===== src/rtl/usb_arb_pkg.sv =====
// -----------------------------------------------------------------------------
// usb_arb_pkg
// Shared definitions for the USB stream arbiter: FSM state encoding, default
// header tag, header byte-0 field positions and the header length.
// Optional feature macro: USB_ARB_CSUM_EN (adds the CSUM state).
// -----------------------------------------------------------------------------
package usb_arb_pkg;

  typedef enum logic [2:0] {
    ST_IDLE,
    ST_FILL,
    ST_HDR0,
    ST_HDR1,
`ifdef USB_ARB_CSUM_EN
    ST_DATA,
    ST_CSUM
`else
    ST_DATA
`endif
  } arb_state_e;

  localparam logic [3:0] HDR_TAG = 4'hA;

  // Header byte 0 layout: {tag[7:4], last[3], 1'b0, id[1:0]}
  localparam int HDR_TAG_LSB  = 4;
  localparam int HDR_LAST_BIT = 3;
  localparam int HDR_ID_LSB   = 0;

  // Bytes of framing ahead of the payload.
  localparam int HDR_LEN = 2;

  function automatic logic [7:0] make_hdr0(input logic [3:0] tag,
                                           input logic       last,
                                           input logic [1:0] id);
    logic [7:0] hdr;
    hdr = 8'h00;
    hdr[HDR_TAG_LSB +: 4] = tag;
    hdr[HDR_LAST_BIT]     = last;
    hdr[HDR_ID_LSB +: 2]  = id;
    return hdr;
  endfunction

endpackage


===== src/rtl/usb_arb_rr_pick.sv =====
// -----------------------------------------------------------------------------
// usb_arb_rr_pick
// Combinational round-robin selector: returns the first asserted valid bit
// found searching upward from rr_ptr, wrapping at NUM_SRC.
//   valid     in  NUM_SRC  request vector
//   rr_ptr    in  2        search start index (< NUM_SRC)
//   grant     out 2        selected index (0 when nothing is valid)
//   any_valid out 1        at least one request is pending
// Optional feature macro: USB_ARB_CSUM_EN (not used in this file).
// -----------------------------------------------------------------------------
module usb_arb_rr_pick #(
  parameter int NUM_SRC = 4
) (
  input  logic [NUM_SRC-1:0] valid,
  input  logic [1:0]         rr_ptr,
  output logic [1:0]         grant,
  output logic               any_valid
);

  logic found;

  // NOTE: every signal written here gets a default first, so no path leaves
  // one unassigned and no latch is inferred.
  always_comb begin
    grant     = 2'd0;
    found     = 1'b0;
    any_valid = |valid;
    for (int k = 0; k < NUM_SRC; k++) begin
      if (!found && valid[(int'(rr_ptr) + k) % NUM_SRC]) begin
        grant = 2'((int'(rr_ptr) + k) % NUM_SRC);
        found = 1'b1;
      end
    end
  end

endmodule


===== src/rtl/usb_stream_arbiter.sv =====
// -----------------------------------------------------------------------------
// usb_stream_arbiter
// Shares one USB byte-stream FIFO sink among up to 4 byte-stream sources.
// A source is granted round-robin, up to MAX_BURST of its bytes are gathered
// into a chunk buffer, and the chunk is sent as a framed packet:
//   {HDR_TAG, last, 0, id}, count, payload[0..count-1] (, checksum)
// Optional feature macro: USB_ARB_CSUM_EN appends an XOR checksum byte over
// both header bytes and the payload.
// Ports:
//   mclk, reset            clock, synchronous active-high reset
//   src_valid/data/last    per-source byte stream (source i at data[8i+7:8i])
//   src_ready              per-source accept (only the granted source, in FILL)
//   out_data/out_wr        registered byte + one-cycle strobe to the streamer
//   out_have_space         streamer has at least 8 free entries
//   busy                   arbiter is not idle
//   grant_id               current or most recent granted source
// -----------------------------------------------------------------------------
module usb_stream_arbiter #(
  parameter int         NUM_SRC      = 4,
  parameter int         MAX_BURST    = 64,
  parameter int         FILL_TIMEOUT = 256,
  parameter logic [3:0] HDR_TAG      = usb_arb_pkg::HDR_TAG
) (
  input  logic                 mclk,
  input  logic                 reset,
  input  logic [NUM_SRC-1:0]   src_valid,
  input  logic [8*NUM_SRC-1:0] src_data,
  input  logic [NUM_SRC-1:0]   src_last,
  output logic [NUM_SRC-1:0]   src_ready,
  output logic [7:0]           out_data,
  output logic                 out_wr,
  input  logic                 out_have_space,
  output logic                 busy,
  output logic [1:0]           grant_id
);
  import usb_arb_pkg::*;

  localparam int               AW         = (MAX_BURST > 1) ? $clog2(MAX_BURST) : 1;
  localparam logic [7:0]       BURST_FULL = 8'(MAX_BURST);
  localparam logic [15:0]      TIMEOUT    = 16'(FILL_TIMEOUT);
  localparam logic [NUM_SRC-1:0] SRC_ONE  = NUM_SRC'(1);

  arb_state_e state_q, state_d;

  logic [1:0]         rr_ptr;
  logic [7:0]         count_q;
  logic [15:0]        timer_q;
  logic [15:0]        timer_inc;
  logic               last_flag;
  logic [7:0]         emit_idx;
  logic [1:0]         pick_id;
  logic               any_valid;
  logic [NUM_SRC-1:0] grant_mask;
  logic               sel_valid;
  logic               sel_last;
  logic [7:0]         sel_data;
  logic               accept;
  logic               emit_fire;
  logic [7:0]         emit_byte;
  logic               frame_done;
  logic [1:0]         next_rr;
  logic [7:0]         chunk_buf [MAX_BURST];
`ifdef USB_ARB_CSUM_EN
  logic [7:0]         csum_q;
`endif

  usb_arb_rr_pick #(.NUM_SRC(NUM_SRC)) u_pick (
    .valid     (src_valid),
    .rr_ptr    (rr_ptr),
    .grant     (pick_id),
    .any_valid (any_valid)
  );

  // Granted-source view of the input streams.
  assign grant_mask = SRC_ONE << grant_id;
  assign sel_valid  = |(src_valid & grant_mask);
  assign sel_last   = |(src_last & grant_mask);
  assign timer_inc  = (timer_q == 16'hFFFF) ? timer_q : timer_q + 16'd1;
  assign next_rr    = (grant_id == 2'(NUM_SRC - 1)) ? 2'd0 : grant_id + 2'd1;
  assign busy       = (state_q != ST_IDLE);

  always_comb begin
    sel_data = 8'h00;
    for (int i = 0; i < NUM_SRC; i++) begin
      if (grant_id == 2'(i)) sel_data = src_data[8*i +: 8];
    end
  end

  // NOTE: state and datapath registers use non-blocking assignments so every
  // flop samples the values from before this edge.
  always_ff @(posedge mclk) begin
    if (reset) state_q <= ST_IDLE;
    else       state_q <= state_d;
  end

  // Next state, ready and emit-slot decode. Emit states only fire a slot when
  // the streamer reports space, so a stalled byte is simply re-offered.
  always_comb begin
    state_d    = state_q;
    src_ready  = '0;
    accept     = 1'b0;
    emit_fire  = 1'b0;
    emit_byte  = 8'h00;
    frame_done = 1'b0;
    unique case (state_q)
      ST_IDLE: begin
        if (any_valid) state_d = ST_FILL;
      end
      ST_FILL: begin
        src_ready = grant_mask;
        accept    = sel_valid;
        if (accept) begin
          if (sel_last || (count_q + 8'd1 == BURST_FULL)) state_d = ST_HDR0;
        end else if ((timer_inc >= TIMEOUT) && (count_q != 8'd0)) begin
          state_d = ST_HDR0;
        end
      end
      ST_HDR0: begin
        if (out_have_space) begin
          emit_fire = 1'b1;
          emit_byte = make_hdr0(HDR_TAG, last_flag, grant_id);
          state_d   = ST_HDR1;
        end
      end
      ST_HDR1: begin
        if (out_have_space) begin
          emit_fire = 1'b1;
          emit_byte = count_q;
          state_d   = ST_DATA;
        end
      end
      ST_DATA: begin
        if (out_have_space) begin
          emit_fire = 1'b1;
          emit_byte = chunk_buf[emit_idx[AW-1:0]];
          if (emit_idx == count_q - 8'd1) begin
`ifdef USB_ARB_CSUM_EN
            state_d = ST_CSUM;
`else
            state_d    = ST_IDLE;
            frame_done = 1'b1;
`endif
          end
        end
      end
`ifdef USB_ARB_CSUM_EN
      ST_CSUM: begin
        if (out_have_space) begin
          emit_fire  = 1'b1;
          emit_byte  = csum_q;
          state_d    = ST_IDLE;
          frame_done = 1'b1;
        end
      end
`endif
      default: state_d = ST_IDLE;
    endcase
  end

  // Datapath registers. The strobe lags its slot by one cycle, which the
  // 8-entry have_space margin covers; a slot never fires in IDLE or FILL.
  always_ff @(posedge mclk) begin
    if (reset) begin
      out_wr    <= 1'b0;
      out_data  <= 8'h00;
      grant_id  <= 2'd0;
      rr_ptr    <= 2'd0;
      count_q   <= 8'd0;
      timer_q   <= 16'd0;
      last_flag <= 1'b0;
      emit_idx  <= 8'd0;
`ifdef USB_ARB_CSUM_EN
      csum_q    <= 8'h00;
`endif
    end else begin
      out_wr <= emit_fire;
      if (emit_fire)  out_data <= emit_byte;
      if (frame_done) rr_ptr   <= next_rr;
      unique case (state_q)
        ST_IDLE: begin
          count_q   <= 8'd0;
          timer_q   <= 16'd0;
          last_flag <= 1'b0;
          emit_idx  <= 8'd0;
`ifdef USB_ARB_CSUM_EN
          csum_q    <= 8'h00;
`endif
          if (any_valid) grant_id <= pick_id;
        end
        ST_FILL: begin
          if (accept) begin
            count_q   <= count_q + 8'd1;
            timer_q   <= 16'd0;
            last_flag <= sel_last;
`ifdef USB_ARB_CSUM_EN
            csum_q    <= csum_q ^ sel_data;
`endif
          end else begin
            timer_q <= timer_inc;
          end
        end
        ST_DATA: begin
          if (emit_fire) emit_idx <= emit_idx + 8'd1;
        end
`ifdef USB_ARB_CSUM_EN
        ST_HDR0, ST_HDR1: begin
          if (emit_fire) csum_q <= csum_q ^ emit_byte;
        end
`endif
        default: ;
      endcase
    end
  end

  // NOTE: the chunk buffer is deliberately left out of reset; count gates
  // which entries are ever read, so stale contents are harmless and the
  // array can map onto plain RAM.
  always_ff @(posedge mclk) begin
    if (accept) chunk_buf[count_q[AW-1:0]] <= sel_data;
  end

endmodule


===== config.mk =====
export PLATFORM = sky130hd
export DESIGN_NAME = usb_stream_arbiter
export DESIGN_NICKNAME = d
export VERILOG_FILES = /design/src/rtl/usb_arb_pkg.sv /design/src/rtl/usb_arb_rr_pick.sv /design/src/rtl/usb_stream_arbiter.sv
export SDC_FILE = /design/constraint.sdc
export NUM_CORES = 1
export LEC_CHECK = 0
export BUFFER_PORTS_ARGS = -buffer_cell sky130_fd_sc_hd__buf_2
export CORE_MARGIN = 1
export CORE_UTILIZATION = 60
export DETAILED_ROUTE_END_ITERATION = 8
export PLACE_DENSITY = 0.77
export SLEW_MARGIN = 20
export SYNTH_ARGS = -nofsm -noshare
export SYNTH_HDL_FRONTEND = slang
export SYNTH_HIERARCHICAL = 1
export SYNTH_SLANG_ARGS = --single-unit
export TNS_END_PERCENT = 30

===== constraint.sdc =====
create_clock -name mclk -period 14.3 [get_ports mclk]
set_input_delay 2.145 -clock mclk [delete_from_list [all_inputs] [get_ports mclk]]
set_output_delay 2.145 -clock mclk [all_outputs]
set_load 0.01 [all_outputs]

==> impl_metrics.ini, run 1 <==
[floorplan]
die_y_um = 198
core_um2 = 37800
start_util_pct = 61.0
die_w_um = 198
io_pins = 59
rows = 71
dieArea_um2 = 39200

[power_and_ir_drop]
peakVddDrop_mv = 0.105
power_density_nw_per_um2 = 150
power.leakage_nw = 7.94

[critical_path]
cp-start-kind = input pin
cp.arrival_ns = 4.63
cp-end-kind = flip-flop
critPathKind = input pin to flip-flop
required_ns = 14.51
crit_fanout = 8

[min_path]
hp-class = flip-flop to flip-flop

[sta]
fin_ws_ns = 9.89
finalHoldViolations = 0
worst_pin_slew_ns = 1.03
setup_violations = 0
setup_tns_ns = 0
fmax_ghz = 0.227
rsz0062_at_grt = no
finalCritPeriodShare_pct = 30.9
relSlewSlack_pct = 31.1
slew_viol_final = 0
min_period_ns = 4.41
hold_ws_ns = 0.535
worst_clock_skew_ns = 0.0253

[final_layout]
fin_nets = 1416
drive_above_1_share_pct = 22.5
layout_commonest_cell = edfxtp_1
n_fill_cell = 2352
diodes = 0
area_delta_synth_final_pct = 11.3
final_cell_mix = edfxtp_1, mux4_2, nor2_1

[yosys]
netlist_instances = 1310
synth_top_area_cell = edfxtp_1
synth_cell_types = 61
synth_area_um2 = 23000
synth_seq_area_share_pct = 71.5
synth_nets = 1361
synth_area_leaders = edfxtp_1, mux4_2, dfxtp_1, nor2_1, a21oi_1
synth_edf_count = 512
ys.flop_type = edfxtp_1
async_reset_ff_share_pct = 0
syn_avg_cell_area_um2 = 17.6
yosysWarnings = 6
ys_seq_elements = 567
netlist.area_leader.share_pct = 66.8

[routing]
avgViaCountPerCell = 6.81
drc = 0
wl_per_cell_um = 29.5
routed_wl_mm = 56.6
ant_nets = 0
dr.pass1.iters = 6
dr_total_vias = 13100
drt_iter0_drc = 1687

[global_routing]
first_global_vias = 12500
track_usage_pct = 30.0
grt_pass1_wl_mm = 83.5
antenna_found_initial = 0
grt_max_degree = 129
overflow = 0

[clock_network]
h-tree-depth = 2
cts_root_buf = clkbuf_16
post-cts-setup-buffer-count = 0
cts_hold_buf = 0
cts_resized = 0
cts_buffers = 55
clkLatencyLatePin_ns = 0.59
clk_pin_slew_ns = 0.06
cts_tree = built
ctsLongestPathBuffers = 3
cts_sinks = 567

[flow_run]
cap_violations = 0

[place]
numPortBuffers = 58
gp_congestion = 0.899
pre_cts_ws_ns = 9.46
post-dp-hpwl_mm = 32.6

[outcome]
outcome = completed
## per-layer routing
layer	routed length [µm]	vias to the layer above	track usage, %
met2	26900	884	45.6
met1	21800	6621	43.8
met5	0	-	0
li1	-	5428	-
met4	2210	0	11.8
met3	5720	130	5.35
## final cells by class
class / instances / area, µm² / area share (%)
tap: 511 / 639 / 2.49
multi-input combinational: 650 / 6280 / 24.5
timing repair buffer: 74 / 443 / 1.73
inverter: 17 / 63.8 / 0.249
sequential: 567 / 16500 / 64.3
clock buffer: 77 / 1500 / 5.86
clock inverter: 22 / 229 / 0.893
## synthesized netlist by cell type, types with 3 or more instances
cell / number
a21oi_1: 62
o211a_1: 3
dfxtp_1: 55
o22ai_1: 3
o21ai_0: 34
ha_1: 8
inv_1: 16
nor2_1: 124
a22o_1: 6
and3_1: 9
a31oi_1: 11
a41oi_1: 4
buf_1: 9
a211oi_1: 9
nor2b_1: 6
a22oi_1: 20
xor2_1: 9
a311oi_1: 4
xnor2_1: 10
edfxtp_1: 512
nor3_1: 21
nor3b_1: 3
mux4_2: 148
a221oi_1: 12
nand2b_1: 6
mux2_2: 3
and2_1: 6
buf_2: 11
nand4_1: 12
o221ai_1: 3
nor4_1: 6
nand2_1: 52
nand3_1: 24
clkbuf_1: 53
## where the power goes
part / leakage, nW / total, W / internal (W) / switching, W
Sequential: 5.07 / 0.00200 / 0.00198 / 0.0000225
Clock: 0.836 / 0.00142 / 0.000818 / 0.000599
Combinational: 2.03 / 0.000427 / 0.0000876 / 0.000340
Total: 7.94 / 0.00385 / 0.00289 / 0.000961
## worst max-delay path, cell delays in order
cell and delay, ns:
buf_2 0.12, a22oi_1 0.12, nand2_1 0.16, nand2_1 0.17, nor2_1 0.27, nand3_1 0.76
nor2_1 0.86
## flip-flops by register name, summed over array words and instances (netlist names), named ones only
signal and count:
emit_idx 8, rr_ptr 2, last_flag 1, count_q 8
out_data 8, chunk_buf 512, timer_q 16, grant_id 2
state_q 3, out_wr 1
## kinds of logic after synthesis
family	count (synthesis)	share of synthesized area, %
and+or+nand+nor	285	5.80
muxes	151	14.6
AOI/OAI and AO/OA	187	5.25
adders and majority gates	8	0.435
DFF	567	71.5
xor gates and xnor gates	19	0.723
buffers and inverters	93	1.64
## worst paths after layout
kind | start | endpoint | slack (ns) | cells past startpoint
setup reg to reg | grant_id[0] | chunk_buf[34][2] | 10.34 | 8
setup / recovery | src_valid[1] | chunk_buf[34][2] | 9.89 | 7
hold / removal | grant_id[1] | grant_id[1] | 0.53 | 2
hold reg to reg | grant_id[1] | grant_id[1] | 0.53 | 2
## stage by stage
step	instance area, µm²	std cells	power (W)	util (%)
final	25600	1918	0.00385	67.9
after CTS	25600	1917	0.00385	67.8
after global placement	23900	1818	0.00246	63.2
after floorplan	23000	1310	0.00226	-
after global routing	25600	1918	0.00394	67.9
after detailed placement	23900	1818	0.00246	63.2
No activity file was read; power rests on OpenSTA's default activity.
==> run 2, diff against run 1 <==
--- a/config.mk
+++ b/config.mk
@@ -7,9 +7,9 @@
 export LEC_CHECK = 0
 export BUFFER_PORTS_ARGS = -buffer_cell sky130_fd_sc_hd__buf_2
 export CORE_MARGIN = 1
-export CORE_UTILIZATION = 60
+export CORE_UTILIZATION = 56
 export DETAILED_ROUTE_END_ITERATION = 8
-export PLACE_DENSITY = 0.77
+export PLACE_DENSITY = 0.76
 export SLEW_MARGIN = 20
 export SYNTH_ARGS = -nofsm -noshare
 export SYNTH_HDL_FRONTEND = slang
==> constraint.sdc (replaced) <==
create_clock -name mclk -period 3.61 [get_ports mclk]
set_input_delay 0.5415 -clock mclk [delete_from_list [all_inputs] [get_ports mclk]]
set_output_delay 0.5415 -clock mclk [all_outputs]
set_load 0.01 [all_outputs]
==> run 2 against run 1 <==
- hold slack got worse by 0.18 ns
- power increased to 3.8 times the previous value
- utilization decreased by 3.3 points
- count of clock-buffer cells in the layout decreased by 4
- clock power increased to 3.7 times the previous value
- via count decreased by 2.1%
- combinational power increased to 3.8 times the previous value
- wire length decreased by 8.5%
- sequential power increased to 4.0 times the previous value
- clock skew decreased by 0.010 ns
- non-clock buffer count increased by 58
- critical path type is now flip-flop to flip-flop
==> impl_metrics.ini, run 2 (synthesis gave the netlist of run 1 again) <==
[routing]
dr.pass1.iters = 6
ant_nets = 0
dr_total_vias = 12800
drt_iter0_drc = 1545
drc = 0
avgViaCountPerCell = 6.45
routed_wl_mm = 51.8
wl_per_cell_um = 26.1

[floorplan]
die_y_um = 205
core_um2 = 40200
io_pins = 59
start_util_pct = 57.3
die_w_um = 205
dieArea_um2 = 41900
rows = 73

[sta]
fin_ws_ns = 0.502
finalHoldViolations = 0
worst_clock_skew_ns = 0.0150
setup_violations = 0
finalCritPeriodShare_pct = 86.1
min_period_ns = 3.11
slew_viol_final = 0
fmax_ghz = 0.322
worst_pin_slew_ns = 1.06
relSlewSlack_pct = 29.1
rsz0062_at_grt = no
hold_ws_ns = 0.356

[clock_network]
clk_pin_slew_ns = 0.06
post-cts-setup-buffer-count = 0
h-tree-depth = 2
cts_root_buf = clkbuf_16
ctsLongestPathBuffers = 3
cts_sinks = 567
clkLatencyLatePin_ns = 0.61
cts_hold_buf = 0
cts_resized = 0
cts_buffers = 53
cts_tree = built

[final_layout]
n_fill_cell = 2707
multi_input_area_um2 = 6270
area_delta_synth_final_pct = 12.7
regArea_um2 = 16500
final_cell_mix = edfxtp_1, mux4_2, nor2_1
largest_reg_flops = 512
drive_above_1_share_pct = 25.2
diodes = 0
fin_nets = 1472
utilization_pct = 64.6
layout_commonest_cell = edfxtp_1

[critical_path]
r2r-start = grant_id[0]
cp-start-kind = flip-flop
setup.worst_path.start = grant_id[0]
critPathKind = flip-flop to flip-flop
required_ns = 3.92
cp-end-kind = flip-flop
crit_fanout = 11
cp.arrival_ns = 3.42

[global_routing]
track_usage_pct = 25.6
first_global_vias = 12700
busiest_layer = met2
use_met2_pct = 40.2
overflow = 0
antenna_found_initial = 1
gr-usage-met1_pct = 35.0
grt_pass1_wl_mm = 77.8
grt_max_degree = 65
grt_use_met3_pct = 5.25

[power_and_ir_drop]
sw_frac_of_total_pct = 24.5
p_comb_share_pct = 10.9
p_int_w = 0.0111
pwr-share-seq_pct = 53.7
p_sw_w = 0.00361
power.leakage_nw = 8.17
peakVddDrop_mv = 0.437
power_density_nw_per_um2 = 567
pwr-share-clk_pct = 35.4

[flow_run]
cap_violations = 0

[min_path]
min-delay-start = src_valid[3]
hp-class = input pin to flip-flop

[place]
post-dp-hpwl_mm = 32.0
gp_congestion = 0.907
numPortBuffers = 58
pre_cts_ws_ns = 0.606

[outcome]
outcome = completed
[run 2: cell types whose count changed in the layout (fill, tap and decap cells not counted), moves of 2 or more]
cell       before  now
clkinv_2        5    3
clkbuf_16      57   54
buf_4          14   70
buf_12          1    4
bufinv_16       5    2
[run 2: metrics by stage]
step	cell area (µm²)	power, W	instances	TNS, ns
after floorplan	23000	0.00892	1310	-64.02
after global placement	24400	0.00958	1891	0
after detailed placement	24400	0.00965	1891	0
after CTS	26000	0.0148	1982	0
after global routing	26000	0.0151	1982	0
final	26000	0.0147	1982	0
[run 2: cell type report]
class | count | share of cell area [%]
clock inverters | 18 | 0.617
multi-input cells | 650 | 24.2
repair buffers | 132 | 3.45
flip-flops and latches | 567 | 63.5
clock buffers | 73 | 5.48
inverters | 17 | 0.246
well taps | 525 | 2.53
[run 2: worst paths after layout]
kind | to | slack (ns) | cells past startpoint
hold / removal | grant_id[1] | 0.36 | 5
setup reg to reg | chunk_buf[49][3] | 0.50 | 9
setup / recovery | chunk_buf[49][3] | 0.50 | 9
hold reg to reg | last_flag | 0.52 | 2
[run 2: layer usage]
| layer | up-vias | share of wire, % | routed length [µm] |
|---|---|---|---|
| li1 | 5547 | - | - |
| met4 | 2 | 3.9 | 2030 |
| met3 | 137 | 8.3 | 4330 |
| met1 | 6519 | 40 | 20500 |
| met5 | - | 0.025 | 13 |
| met2 | 581 | 48 | 25000 |
[run 2: power by group through the flow]
stage	logic, W	registers [W]	clock network [W]
after detailed placement	0.00162	0.00803	0
after floorplan	0.000843	0.00808	0
after CTS	0.00162	0.00789	0.00526
final	0.00161	0.00790	0.00521
after global routing	0.00174	0.00790	0.00549
after global placement	0.00155	0.00803	0
[run 2: critical path, stage by stage, from the launching register on]
cell,delay [ns]
dfxtp_1,0.36
inv_1,0.13
ha_1,0.39
a22oi_1,0.17
nand2_1,0.12
nand2_1,0.15
nor2_1,0.27
nand3_1,0.55
nor2_1,0.45
buf_4,0.22
==> run 3, diff against run 2 <==
--- a/config.mk
+++ b/config.mk
@@ -9,6 +9,7 @@
 export CORE_MARGIN = 1
 export CORE_UTILIZATION = 56
 export DETAILED_ROUTE_END_ITERATION = 8
+export MAX_ROUTING_LAYER = met4
 export PLACE_DENSITY = 0.76
 export SLEW_MARGIN = 20
 export SYNTH_ARGS = -nofsm -noshare
==> run 3 against run 2 <==
- flip-flop and latch count is the same
- clock skew is 0.0089 ns higher
- critical endpoint is now chunk_buf[27][7]
- critical path depth stayed put
- via count down 0.31%
- sequential share of layout area decreased by 0.21 points
- clock power grew 5.8%
==> impl_metrics.ini, run 3 (synthesis gave the netlist of run 1 again) <==
[power_and_ir_drop]
p_sw_w = 0.00374
p_int_w = 0.0113
pwr-share-seq_pct = 52.5
power.leakage_nw = 8.20
peakVddDrop_mv = 0.410
power_density_nw_per_um2 = 577
p_comb_share_pct = 10.8
sw_frac_of_total_pct = 24.9
pwr-share-clk_pct = 36.6

[sta]
hold_ws_ns = 0.342
min_period_ns = 3.10
relSlewSlack_pct = 33.3
worst_clock_skew_ns = 0.0239
rsz0062_at_grt = no
finalHoldViolations = 0
fmax_ghz = 0.323
slew_viol_final = 0
finalCritPeriodShare_pct = 85.9
worst_pin_slew_ns = 0.996
setup_violations = 0

[flow_run]
cap_violations = 0

[floorplan]
start_util_pct = 57.3
rows = 73
core_um2 = 40200
dieArea_um2 = 41900
die_w_um = 205
io_pins = 59
die_y_um = 205

[clock_network]
cts_resized = 0
cts_hold_buf = 0
clk_pin_slew_ns = 0.06
cts_buffers = 54
cts_sinks = 567
h-tree-depth = 2
cts_root_buf = clkbuf_16
cts_tree = built
post-cts-setup-buffer-count = 0
clkLatencyLatePin_ns = 0.63
ctsLongestPathBuffers = 3

[routing]
ant_nets = 0
wl_per_cell_um = 26.6
drt_iter0_drc = 1498
routed_wl_mm = 52.8
drc = 0
dr.pass1.iters = 5
dr_total_vias = 12700
avgViaCountPerCell = 6.42

[final_layout]
final_cell_mix = edfxtp_1, mux4_2, nor2_1
largest_reg_flops = 512
layout_commonest_cell = edfxtp_1
fin_nets = 1466
drive_above_1_share_pct = 25.3
area_delta_synth_final_pct = 13.0
final_cell_area_um2 = 26000

[global_routing]
antenna_found_initial = 1
grt_max_degree = 65
overflow = 0
grt_pass1_wl_mm = 79.8
first_global_vias = 12700
track_usage_pct = 27.0

[critical_path]
critPathKind = flip-flop to flip-flop
required_ns = 3.93
cp.arrival_ns = 3.42
cp-start-kind = flip-flop
cp-end-kind = flip-flop
crit_fanout = 11

[place]
dpl-instance-area_um2 = 24300
gp_congestion = 0.909
post-dp-hpwl_mm = 32.0
numPortBuffers = 58

[outcome]
outcome = completed

[min_path]
hp-class = input pin to flip-flop
==> run 3: cell types whose count changed in the layout (fill, tap and decap cells not counted) <==
cell        before  now
clkbuf_1        19   10
clkbuf_8         0    1
diode_2          0    1
clkinv_4         0    3
inv_16           1    0
clkinvlp_4       2    3
clkinv_2         3    4
clkinv_8         1    2
clkinv_16        0    1
buf_4           70   63
bufinv_16        2    4
clkinv_1         9   17
==> run 3: final cells by class <==
| type | instances | area [µm²] |
|---|---|---|
| Sequential cell | 567 | 16500 |
| Fill cell | 2657 | 14200 |
| Multi-Input combinational cell | 650 | 6270 |
| Clock buffer | 65 | 1400 |
| Timing Repair Buffer | 125 | 843 |
| Tap cell | 525 | 657 |
| Clock inverter | 34 | 315 |
| Inverter | 17 | 63.8 |
| Antenna cell | 1 | 2.50 |
==> run 3: critical path, cell delays in order (launching register included) <==
cell and delay [ns]:
dfxtp_1 0.35, inv_1 0.11, ha_1 0.38, a22oi_1 0.19, nand2_1 0.13, nand2_1 0.16
nor2_1 0.25, nand3_1 0.61, nor2_1 0.40, buf_4 0.22
==> run 3: worst paths after layout <==
| check | start | end | slack (ns) | cells after the start |
|---|---|---|---|---|
| worst max register to register | grant_id[0] | chunk_buf[27][7] | 0.51 | 9 |
| worst min-delay path | src_valid[3] | grant_id[1] | 0.34 | 5 |
| worst min register to register | grant_id[1] | grant_id[1] | 0.51 | 2 |
| worst max-delay path | grant_id[0] | chunk_buf[27][7] | 0.51 | 9 |
==> run 3: power groups by stage <==
stage               combinational, W  clock (W)  sequential (W)
CTS                          0.00163    0.00555         0.00789
finish                       0.00163    0.00551         0.00789
floorplan                   0.000843          0         0.00808
global route                 0.00177    0.00579         0.00790
detailed placement           0.00162          0         0.00803
global placement             0.00156          0         0.00803
==> run 3: metal layers <==
metal,track usage [%],vias to the layer above,share of wire (%)
met5,-,-,0
met4,8.24,0,2.7
met1,36.9,6519,40
li1,-,5524,-
met2,41.6,608,49
met3,5.07,96,8.0
==> run 3: metrics by stage <==
stage / setup slack [ns] / cells / power, W / util, % / TNS [ns]
after floorplan: -1.00 / 1310 / 0.00892 / - / -64.02
after global placement: 0.709 / 1884 / 0.00959 / 60.5 / 0
after detailed placement: 0.611 / 1884 / 0.00966 / 60.5 / 0
after CTS: 0.555 / 1983 / 0.0151 / 64.8 / 0
after global routing: 0.303 / 1984 / 0.0155 / 64.8 / 0
final: 0.510 / 1984 / 0.0150 / 64.8 / 0
